<file path="config.mk">
export PLATFORM = sky130hd
export DESIGN_NAME = pipe_front_regs
export DESIGN_NICKNAME = d
export VERILOG_FILES = /design/src/rtl/pipe_front_regs.sv
export SDC_FILE = /design/constraint.sdc
export NUM_CORES = 1
export LEC_CHECK = 0
export ABC_CLOCK_PERIOD_IN_PS = 11030
export BUFFER_PORTS_ARGS = -buffer_cell sky130_fd_sc_hd__buf_2
export CORE_AREA = 2 2 193 195
export CTS_BUF_LIST = sky130_fd_sc_hd__clkbuf_4 sky130_fd_sc_hd__clkbuf_8
export CTS_CLUSTER_SIZE = 40
export DETAILED_ROUTE_END_ITERATION = 8
export DIE_AREA = 0 0 195 197
export PLACE_DENSITY = 0.7
export SYNTH_ARGS = -nofsm -noshare
export SYNTH_HDL_FRONTEND = slang
export SYNTH_SLANG_ARGS = --single-unit
</file>
<file path="constraint.sdc">
create_clock -name i_clk -period 11.03 [get_ports i_clk]
set_input_delay 1.103 -clock i_clk [delete_from_list [all_inputs] [get_ports i_clk]]
set_output_delay 1.103 -clock i_clk [all_outputs]
set_load 0.02 [all_outputs]
</file>
<file path="src/rtl/pipe_front_regs.sv">
// pipe_front_regs: PC, IF/ID and ID/EX pipeline registers for the RV32I
// five-stage front end. It applies hazard-unit stall/flush requests and the
// EX-stage redirect, and counts stall cycles and redirect events.
// Every output is driven straight from a register.
module pipe_front_regs #(
    parameter logic [31:0] RESET_PC  = 32'h0000_0000,
    parameter int          CNT_W     = 32,
    parameter logic [31:0] NOP_INSTR = 32'h0000_0013
) (
    input  logic             i_clk,
    input  logic             i_rst,
    input  logic             i_stall_pc,
    input  logic             i_stall_if_id,
    input  logic             i_flush_id_ex,
    input  logic             i_ex_redirect,
    input  logic [31:0]      i_ex_redirect_pc,
    input  logic [31:0]      i_imem_instr,
    input  logic [4:0]       i_id_rs1_address,
    input  logic [4:0]       i_id_rs2_address,
    input  logic [4:0]       i_id_rd_address,
    input  logic             i_id_reg_write,
    input  logic             i_id_mem_read,
    input  logic             i_id_mem_write,
    input  logic [31:0]      i_id_rs1_data,
    input  logic [31:0]      i_id_rs2_data,
    input  logic [31:0]      i_id_imm,
    output logic [31:0]      o_if_pc,
    output logic [31:0]      o_id_pc,
    output logic [31:0]      o_id_instr,
    output logic             o_id_valid,
    output logic [31:0]      o_ex_pc,
    output logic [4:0]       o_ex_rs1_address,
    output logic [4:0]       o_ex_rs2_address,
    output logic [4:0]       o_ex_rd_address,
    output logic             o_ex_reg_write,
    output logic             o_ex_mem_read,
    output logic             o_ex_mem_write,
    output logic [31:0]      o_ex_rs1_data,
    output logic [31:0]      o_ex_rs2_data,
    output logic [31:0]      o_ex_imm,
    output logic             o_ex_valid,
    output logic [CNT_W-1:0] o_stall_count,
    output logic [CNT_W-1:0] o_flush_count
);

    localparam logic [CNT_W-1:0] CNT_ONE = {{(CNT_W-1){1'b0}}, 1'b1};

    logic [31:0]      r_if_pc;
    logic [31:0]      r_id_pc;
    logic [31:0]      r_id_instr;
    logic             r_id_valid;
    logic [31:0]      r_ex_pc;
    logic [4:0]       r_ex_rs1_address;
    logic [4:0]       r_ex_rs2_address;
    logic [4:0]       r_ex_rd_address;
    logic             r_ex_reg_write;
    logic             r_ex_mem_read;
    logic             r_ex_mem_write;
    logic [31:0]      r_ex_rs1_data;
    logic [31:0]      r_ex_rs2_data;
    logic [31:0]      r_ex_imm;
    logic             r_ex_valid;
    logic [CNT_W-1:0] r_stall_count;
    logic [CNT_W-1:0] r_flush_count;

    // Fetch PC: redirect overrides any stall, otherwise advance by 4 unless held.
    always_ff @(posedge i_clk or posedge i_rst) begin
        if (i_rst) begin
            r_if_pc <= RESET_PC;
        end else if (i_ex_redirect) begin
            r_if_pc <= i_ex_redirect_pc;
        end else if (i_stall_pc) begin
            r_if_pc <= r_if_pc;
        end else begin
            r_if_pc <= r_if_pc + 32'd4;
        end
    end

    // IF/ID: redirect kills the fetched instruction, stall holds, else capture fetch.
    always_ff @(posedge i_clk or posedge i_rst) begin
        if (i_rst) begin
            r_id_pc    <= 32'h0000_0000;
            r_id_instr <= NOP_INSTR;
            r_id_valid <= 1'b0;
        end else if (i_ex_redirect) begin
            r_id_pc    <= 32'h0000_0000;
            r_id_instr <= NOP_INSTR;
            r_id_valid <= 1'b0;
        end else if (i_stall_if_id) begin
            r_id_pc    <= r_id_pc;
            r_id_instr <= r_id_instr;
            r_id_valid <= r_id_valid;
        end else begin
            r_id_pc    <= r_if_pc;
            r_id_instr <= i_imem_instr;
            r_id_valid <= 1'b1;
        end
    end

    // ID/EX: an all-zero bubble on redirect, flush or an empty IF/ID, so the
    // hazard unit can never match a bubble; otherwise take the decoded fields.
    always_ff @(posedge i_clk or posedge i_rst) begin
        if (i_rst) begin
            r_ex_pc          <= 32'h0000_0000;
            r_ex_rs1_address <= 5'd0;
            r_ex_rs2_address <= 5'd0;
            r_ex_rd_address  <= 5'd0;
            r_ex_reg_write   <= 1'b0;
            r_ex_mem_read    <= 1'b0;
            r_ex_mem_write   <= 1'b0;
            r_ex_rs1_data    <= 32'h0000_0000;
            r_ex_rs2_data    <= 32'h0000_0000;
            r_ex_imm         <= 32'h0000_0000;
            r_ex_valid       <= 1'b0;
        end else if (i_ex_redirect || i_flush_id_ex || !r_id_valid) begin
            r_ex_pc          <= 32'h0000_0000;
            r_ex_rs1_address <= 5'd0;
            r_ex_rs2_address <= 5'd0;
            r_ex_rd_address  <= 5'd0;
            r_ex_reg_write   <= 1'b0;
            r_ex_mem_read    <= 1'b0;
            r_ex_mem_write   <= 1'b0;
            r_ex_rs1_data    <= 32'h0000_0000;
            r_ex_rs2_data    <= 32'h0000_0000;
            r_ex_imm         <= 32'h0000_0000;
            r_ex_valid       <= 1'b0;
        end else begin
            r_ex_pc          <= r_id_pc;
            r_ex_rs1_address <= i_id_rs1_address;
            r_ex_rs2_address <= i_id_rs2_address;
            r_ex_rd_address  <= i_id_rd_address;
            r_ex_reg_write   <= i_id_reg_write;
            r_ex_mem_read    <= i_id_mem_read;
            r_ex_mem_write   <= i_id_mem_write;
            r_ex_rs1_data    <= i_id_rs1_data;
            r_ex_rs2_data    <= i_id_rs2_data;
            r_ex_imm         <= i_id_imm;
            r_ex_valid       <= 1'b1;
        end
    end

    // Performance counters: a redirect cycle counts as a flush, never as a stall.
    always_ff @(posedge i_clk or posedge i_rst) begin
        if (i_rst) begin
            r_stall_count <= {CNT_W{1'b0}};
            r_flush_count <= {CNT_W{1'b0}};
        end else if (i_ex_redirect) begin
            r_stall_count <= r_stall_count;
            r_flush_count <= r_flush_count + CNT_ONE;
        end else if (i_stall_pc) begin
            r_stall_count <= r_stall_count + CNT_ONE;
            r_flush_count <= r_flush_count;
        end else begin
            r_stall_count <= r_stall_count;
            r_flush_count <= r_flush_count;
        end
    end

    assign o_if_pc          = r_if_pc;
    assign o_id_pc          = r_id_pc;
    assign o_id_instr       = r_id_instr;
    assign o_id_valid       = r_id_valid;
    assign o_ex_pc          = r_ex_pc;
    assign o_ex_rs1_address = r_ex_rs1_address;
    assign o_ex_rs2_address = r_ex_rs2_address;
    assign o_ex_rd_address  = r_ex_rd_address;
    assign o_ex_reg_write   = r_ex_reg_write;
    assign o_ex_mem_read    = r_ex_mem_read;
    assign o_ex_mem_write   = r_ex_mem_write;
    assign o_ex_rs1_data    = r_ex_rs1_data;
    assign o_ex_rs2_data    = r_ex_rs2_data;
    assign o_ex_imm         = r_ex_imm;
    assign o_ex_valid       = r_ex_valid;
    assign o_stall_count    = r_stall_count;
    assign o_flush_count    = r_flush_count;

endmodule
</file>
# Word-level counts from Yosys, hierarchy flattened
# Cells that the tools add are included.
[word_totals]
reg_bits = 308
input_bits = 184
out_inout_bits = 308
wordCells = 46
[op_classes]
add_sub_neg = 3
n_eq_ne = 2
n_mux = 19
bitwise_logic = 1
n_reduce_logical = 4
[op_table]
columns = ["op", "n"]
rows = [
  ["32-bit two-way mux", 10],
  ["32-bit by 1-bit adder with 32-bit output (second input constant)", 2],
  ["32-bit by 3-bit adder with 32-bit output (second input constant)", 1],
  ["5-bit two-way mux", 3],
  ["1-bit two-way mux", 6],
  ["2-bit by 1-bit inequality test with 1-bit output (second input constant)", 2],
  ["1-bit logical OR", 2],
  ["2-bit AND reduction", 1],
  ["1-bit logical NOT", 1],
  ["1-bit NOT", 1],
]

# Logic depth before layout (Yosys ltp)
# Gate-level depths: netlist (run 1).
[logic_depth]
word_depth = 3
depth_mapped = 7
depth_no_buf = 5

# Worst setup path before layout (run 1)
# No wires, ideal clock.
[synth_timing]
path_kind = "input -> register"
from = "in i_stall_pc"
to = "reg r_if_pc[29], in the netlist o_if_pc[29]"
setup_ns = 0.082
arrival_time_ns = 2.588
required_ns = 10.948
path_slack_ns = 8.360
stages = 6
n_path_buf = 2
cell_sequence = "clkbuf_1 and4b_1 clkbuf_1 nand4_1 or4_1 a31oi_1"
[synth_between]
elab_chain_len = 1
[synth_rtl]
columns = ["element", "line_no", "rtl"]
rows = [
  ["start, declared", "12", "input logic i_stall_pc,"],
  ["2-bit by 1-bit inequality test with 1-bit output (no source line)", "-", ""],
  ["end signal, assigned", "71", "r_if_pc <= i_ex_redirect_pc;"],
  ["end signal, assigned", "73", "r_if_pc <= r_if_pc;"],
  ["end signal, assigned", "75", "r_if_pc <= r_if_pc + 32'd4;"],
  ["end, declared", "48", "logic [31:0] r_if_pc;"],
]
# Every way passes these cells.
# A chain may end at the register's enable or synchronous reset.

==> flow_summary_export.csv, run 1 <==
group,metric,value,unit
status,status,"complete, no violations",
finish,final_cell_mix,"buf_2 (489), dfrtp_1 (305), and2_1 (147)",
grt,grt_pass1_vias,9405,
route,dr.pass1.iters,5,
timing,final.setup.tns,0,ps
timing,postLayoutSetupSlackWorst,8230,ps
critical_path,crit_required,11660,ps
critical_path,arrival,3430,ps
finish,fin_nets,1669,
power,p_comb_share,12.0,%
cts,clk_pin_slew_worst_paths,50,ps
timing,rsz0062_at_grt,"no",
timing,finalCritPeriodShare,25.4,%
floorplanning,ios,492,
cts,clock_path_buffers,3,
power,ir_worst_vdd,0.000103,V
power,seq_power_share,47.5,%
synthesis,syn_inst,976,
route,drtIter0Drc,279,
grt,grt_max_degree,93,
critical_path,endpoint_kind,"async pin",
timing,clock.fmax,0.357,GHz
synthesis,ys_ff_latch,308,
timing,fin_skew,16.9,ps
floorplanning,fp-row-count,70,
finish,fillers,3459,
timing,tightest_slew,1030,ps
floorplanning,core_area,0.0363,mm^2
floorplanning,dieWidth,195,um
route,wl_per_cell,18.7,um
power,p_leak,8.68,nW
finish,layout-drive-gt1-share,39.9,%
floorplanning,die_h,197,um
cts,clk_latency,620,ps
cts,cts_tree,"yes",
finish,area.growth.synth_to_final,34.0,%
place,dp_hpwl,27.2,mm
critical_path,critPathLaunchType,"primary input",
finish,design_area,0.0160,mm^2
cts,hold_buffers,0,
cts,cts_htree_levels,2,
critical_path,cp_slowest_cell,"buf_4",
power,finalPower,2.65,mW
grt,antenna_found_initial,10,
route,dr_total_vias,9331,
critical_path,worstSetupPathType,"in -> async",
power,p_clk_share,40.6,%
place,place_area,0.0149,mm^2
power,netSwitchingFraction,27.6,%
route,drc,0,
place,gp_congestion,0.845,
power,p_int,1.92,mW
route,ant_nets,0,
synthesis,synth_nets,1163,
timing,slew_headroom,31.2,%
floorplanning,die_area,0.0384,mm^2
place,pre_cts_ws,7430,ps
timing,setup_viol,0,
timing,finalHoldViolCount,0,
timing,slew_viol_final,0,
power,switchingPower,0.732,mW
cts,cts_root_buffer,"clkbuf_8",
timing,hold_ws,469,ps
timing,layout_min_cycle_time,2800,ps
synthesis,ys_types,39,
grt,grt_pass1_wl,55.5,mm
job,drv_cap,0,
synthesis,ys_warn_count,0,
place,portBuffers,491,
cts,cts_buffers,52,
critical_path,crit_fanout,85,
critical_path,crit_chain,"buf_2 -> inv_8 -> buf_4 -> buf_4",
synthesis,seq_area_frac_synth,64.7,%
synthesis,syn_avg_cell_area,12.2,um^2
grt,grt.total_usage,19.0,%
grt,grt_overflow,0,
critical_path,max_stage_delay,880,ps
route,avgViaCountPerCell,4.69,
power,power.density,166,mW/mm^2
floorplanning,floorplan.initialDensity,32.9,%
cts,ctsResizeCount,0,
route,totalWireLength,37.3,mm
cts,cts_setup_buffers,0,
critical_path,cpMostUsedCell,"buf_4",
finish,final_common_cell,"buf_2",
synthesis,netlist_area,0.0119,mm^2
cts,clock-sinks,308,
hold_path,hold_path_class,"reg -> reg",
==> power groups by stage <==
stage | Combinational (mW) | Clock, mW | Sequential (mW)
after floorplan | 0.114 | 0 | 1.33
after global placement | 0.316 | 0 | 1.27
after global routing | 0.346 | 1.16 | 1.27
final | 0.317 | 1.08 | 1.26
after detailed placement | 0.322 | 0 | 1.28
after CTS | 0.323 | 1.11 | 1.26
==> layout make-up <==
| class | count | area (um^2) | share of cell area (%) |
|---|---|---|---|
| Timing Repair Buffer | 500 | 2530 | 15.8 |
| Clock buffer | 80 | 1030 | 6.42 |
| Multi-Input combinational cell | 610 | 3980 | 24.9 |
| Inverter | 10 | 45.0 | 0.282 |
| Tap cell | 468 | 586 | 3.67 |
| Antenna cell | 4 | 10.0 | 0.0627 |
| Clock inverter | 10 | 80.1 | 0.501 |
| Sequential cell | 308 | 7710 | 48.3 |
==> through the flow <==
step,util (%),std cells
floorplan,-,976
global placement,41.0,1896
detailed placement,41.0,1896
CTS,44.0,1986
global route,44.0,1988
finish,44.0,1990
==> worst paths after layout <==
check / start / endpoint / slack (ps) / cells after the start
max: i_rst / o_id_pc[26] / 8230 / 4
max in group i_clk: o_if_pc[5] / o_if_pc[5] / 8390 / 1
max reg2reg: o_if_pc[6] / o_if_pc[31] / 8800 / 4
min in group asynchronous: i_rst / o_flush_count[10] / 550 / 2
min reg2reg: o_stall_count[31] / o_stall_count[31] / 470 / 1
min: o_stall_count[31] / o_stall_count[31] / 470 / 1
==> logic make-up after synthesis <==
logic type	share of synthesized area, %
DFF	64.7
xor gates and xnor gates	5.44
adders and majority gates	0.315
muxes	5.84
and+or+nand+nor	19.4
buffers and inverters	1.95
AOI/OAI and AO/OA	2.35
==> critical path, delay by kind of cell <==
family | cells | cell delay (ps)
buffers and inverters | 4 | 2190
==> cell usage after synthesis <==
library cell  count  area share, %
o21ai_0          16           0.67
nor3_1            7           0.29
and4_1            7           0.51
a211o_1           1          0.073
or4_4             1          0.094
nor4_2            2           0.21
nand3_1          43            1.8
nand3_2           1          0.084
buf_6             2           0.19
nor2_1           85            2.7
or3b_2            1          0.073
a31oi_1          11           0.58
dfstp_2           3           0.66
a21oi_1           1          0.042
nor4_1            8           0.42
o31a_1            4           0.29
ha_1              3           0.31
nand2b_1          2           0.10
mux2i_1          65            5.5
dfrtp_1         305             64
nand2_1          44            1.4
and3_1           14           0.73
nor2b_1           2           0.10
nand4b_1          4           0.29
o31ai_1           8           0.50
buf_1             2          0.063
or4_1            11           0.69
mux2_2            4           0.38
xnor2_1          55            4.0
clkbuf_1         44            1.4
nand3b_1          1          0.063
o211ai_1          3           0.19
and2_1          147            7.7
xor2_1           19            1.4
and4b_1           2           0.17
inv_1            10           0.31
or3_1             3           0.16
or2_2             1          0.053
nand4_1          34            1.8
==> layer usage <==
| metal | track usage (%) | routed length, um | vias to the layer above |
|---|---|---|---|
| li1 | - | - | 4310 |
| met1 | 21.7 | 13900 | 4485 |
| met2 | 31.7 | 18500 | 425 |
| met3 | 6.42 | 3200 | 99 |
| met4 | 10.2 | 1640 | 12 |
| met5 | 0 | 70 | - |
(Power assumes the default switching activity.)
==> inputs of run 2 (changes only) <==
--- a/config.mk
+++ b/config.mk
@@ -5,14 +5,15 @@
 export SDC_FILE = /design/constraint.sdc
 export NUM_CORES = 1
 export LEC_CHECK = 0
-export ABC_CLOCK_PERIOD_IN_PS = 11030
+export ABC_AREA = 1
+export ABC_CLOCK_PERIOD_IN_PS = 2700
 export BUFFER_PORTS_ARGS = -buffer_cell sky130_fd_sc_hd__buf_2
 export CORE_AREA = 2 2 193 195
 export CTS_BUF_LIST = sky130_fd_sc_hd__clkbuf_4 sky130_fd_sc_hd__clkbuf_8
 export CTS_CLUSTER_SIZE = 40
 export DETAILED_ROUTE_END_ITERATION = 8
 export DIE_AREA = 0 0 195 197
-export PLACE_DENSITY = 0.7
+export PLACE_DENSITY = 0.73
 export SYNTH_ARGS = -nofsm -noshare
 export SYNTH_HDL_FRONTEND = slang
 export SYNTH_SLANG_ARGS = --single-unit
==> constraint.sdc (replaced) <==
create_clock -name i_clk -period 2.7 [get_ports i_clk]
set_input_delay 0.27 -clock i_clk [delete_from_list [all_inputs] [get_ports i_clk]]
set_output_delay 0.27 -clock i_clk [all_outputs]
set_load 0.02 [all_outputs]
==> flow_summary_export.csv, run 2 <==
group,metric,value,unit
status,status,"complete, no violations",
timing,finalCritPeriodShare,64.5,%
synthesis,synth_edf_count,0,
synthesis,netlist_area,0.0128,mm^2
synthesis,synth_nets,1585,
floorplanning,ios,492,
synthesis,synthFlopType,"dfrtp_1",
finish,fin_nets,2300,
power,switchingPower,3.31,mW
cts,clk_latency,620,ps
power,ir_worst_vdd,0.000520,V
power,seq_power_share,46.2,%
route,top_layer_used,"met4",
route,totalWireLength,45.2,mm
grt,grt.total_usage,23.4,%
power,p_clk_share,37.9,%
route,ant_nets,0,
finish,area.growth.synth_to_final,46.3,%
place,dp_hpwl,30.7,mm
grt,antenna_found_initial,1,
critical_path,reg2reg_depth,8,
synthesis,ys_types,35,
finish,design_area,0.0188,mm^2
synthesis,synth_commonest_cells,"dfrtp_1 (305), nand2_1 (264), inv_1 (257)",
timing,hold_ws,81.8,ps
route,wl_per_cell,17.3,um
hold_path,whs_path_depth,5,
synthesis,seq_area_frac_synth,60.1,%
hold_path,hp-start,"i_ex_redirect_pc[12]",
grt,grt_pass1_wl,69.6,mm
cts,clock_path_buffers,3,
timing,tightest_slew,640,ps
finish,final_cell_mix,"buf_2 (491), dfrtp_1 (305), nand2_1 (264)",
power,p_comb_share,15.9,%
hold_path,hold_path_class,"in -> reg",
route,dr.pass1.iters,5,
power,power.density,592,mW/mm^2
cts,cts_root_buffer,"clkbuf_8",
grt,grt_pass1_vias,12843,
timing,layout_min_cycle_time,1740,ps
critical_path,r2r_end,"o_flush_count[26]",
timing,slew_headroom,57.2,%
floorplanning,floorplan.initialDensity,35.4,%
critical_path,endpoint_kind,"flip-flop",
synthesis,yosysTopAreaCell,"dfrtp_1",
floorplanning,die_h,197,um
route,drtIter0Drc,442,
timing,fin_skew,21.0,ps
cts,clock-sinks,308,
hold_path,min_to,"o_if_pc[12]",
finish,layout-drive-gt1-share,30.6,%
power,p_int,7.80,mW
power,finalPower,11.1,mW
route,dr_total_vias,12271,
floorplanning,fp-row-count,70,
grt,grt_overflow,0,
timing,rsz0062_at_grt,"no",
floorplanning,core_area,0.0363,mm^2
finish,fillers,3164,
synthesis,yosysMostFrequentCell,"dfrtp_1",
place,gp_congestion,0.901,
job,drv_cap,0,
floorplanning,dieWidth,195,um
route,wl_met2,22.6,mm
synthesis,synth_top_area_share,59.5,%
floorplanning,die_area,0.0384,mm^2
power,netSwitchingFraction,29.8,%
synthesis,ys_warn_count,0,
grt,grt_max_degree,103,
cts,clk_pin_slew_worst_paths,60,ps
critical_path,r2r_start,"o_flush_count[0]",
critical_path,crit_required,3200,ps
critical_path,arrival,2240,ps
place,portBuffers,491,
place,place_area,0.0159,mm^2
timing,finalHoldViolCount,0,
route,wl_met3,3.34,mm
cts,cts_buffers,52,
place,pre_cts_ws,915,ps
synthesis,syn_inst,1398,
synthesis,ys_ff_latch,308,
synthesis,synth-async-reset-ratio,100,%
cts,cts_htree_levels,2,
route,wl_met1,16.2,mm
critical_path,critPathLaunchType,"flip-flop",
power,p_leak,10.6,nW
timing,postLayoutSetupSlackWorst,960,ps
critical_path,worstSetupPathType,"reg -> reg",
critical_path,r2r_slack,960,ps
timing,slew_viol_final,0,
critical_path,crit_fanout,6,
synthesis,syn_avg_cell_area,9.17,um^2
cts,cts_tree,"yes",
route,drc,0,
route,avgViaCountPerCell,4.69,
finish,final_common_cell,"buf_2",
timing,setup_viol,0,
timing,clock.fmax,0.575,GHz
synthesis,synthTopCellsByArea,"dfrtp_1 (60%), nand2_1 (7.7%), inv_1 (7.5%), nor2_1 (6.6%), nand3_1 (2.7%)",
cts,ctsResizeCount,0,
## run 2: cell types whose count changed after synthesis, sizes merged, moves of 19 or more
| cell | previous run | this run |
|---|---|---|
| nand2 | 44 | 270 |
| mux2i | 65 | 0 |
| clkbuf | 44 | 9 |
| nand3 | 44 | 72 |
| inv | 10 | 260 |
| nor2 | 85 | 250 |
| and2 | 147 | 2 |
| o21ai | 16 | 35 |
| buf | 4 | 30 |
| o22ai | 0 | 24 |
| a22o | 0 | 29 |
| xnor2 | 55 | 21 |
## run 2: how the worst max path moves through the flow
stage	startpoint	end	slack, ps
after detailed placement	i_ex_redirect	o_ex_pc[30]	910
after global placement	i_ex_redirect	o_ex_pc[26]	940
after global routing	o_flush_count[0]	o_flush_count[26]	830
final	o_flush_count[0]	o_flush_count[26]	960
after floorplan	i_rst	o_ex_imm[0]	-1670
after CTS	o_flush_count[0]	o_flush_count[26]	940
## run 2: timing repair
| item | in CTS | in global routing |
|---|---|---|
| hold buffers | 179 | 0 |
| setup endpoints to repair | 0 | 0 |
| setup buffers | 0 | 0 |
| hold endpoints to repair | 233 | 0 |
## run 2: cell families (layout without fill, tap and decap cells)
kind of cell / after synthesis / after routing / share of synthesized area [%]
AOI/OAI and AO/OA: 100 / 100 / 5.11
xor gates and xnor gates: 51 / 51 / 3.48
DFF: 308 / 308 / 60.1
and+or+nand+nor: 637 / 637 / 21.7
buffers and inverters: 299 / 1049 / 9.29
other: 0 / 1 / 0
adders and majority gates: 3 / 3 / 0.293
## run 2: power groups by stage
stage               Sequential [mW]  Clock (mW)  Combinational, mW
detailed placement             5.20           0               1.53
global placement               5.19           0               1.51
floorplan                      5.47           0              0.556
finish                         5.13        4.21               1.76
CTS                            5.13        4.30               1.74
global route                   5.17        4.54               1.90
## run 2: layout make-up
type	count	area [um^2]	share of cell area, %
clock inverters	12	88.8	0.473
multi-input cells	791	3920	20.9
inverters	260	982	5.23
well taps	468	586	3.12
clock buffers	77	947	5.05
repair buffers	700	4520	24.1
diodes	1	2.50	0.0133
flip-flops and latches	308	7710	41.1
## run 2: routing by layer
layer,track usage [%],up-vias
li1,-,5706
met1,25.0,5835
met2,40.6,588
met3,5.49,142
met4,17.0,0
met5,0,-
## run 2: critical path: stages, from the launching register on
cell and delay (ps):
dfrtp_1 400, ha_1 220, nand3_1 120, nor2_2 180
nand2_1 120, nor2_4 240, nand2_4 90, o21ai_0 170
nand2_1 90
## run 2: stage by stage
step           util (%)  TNS [ps]  cells
2_1_floorplan         -   -509980   1398
3_3_place_gp       43.9         0   2348
3_5_place_dp       43.9         0   2348
4_1_cts            51.7         0   2616
5_1_grt            51.8         0   2617
6_report           51.8         0   2617
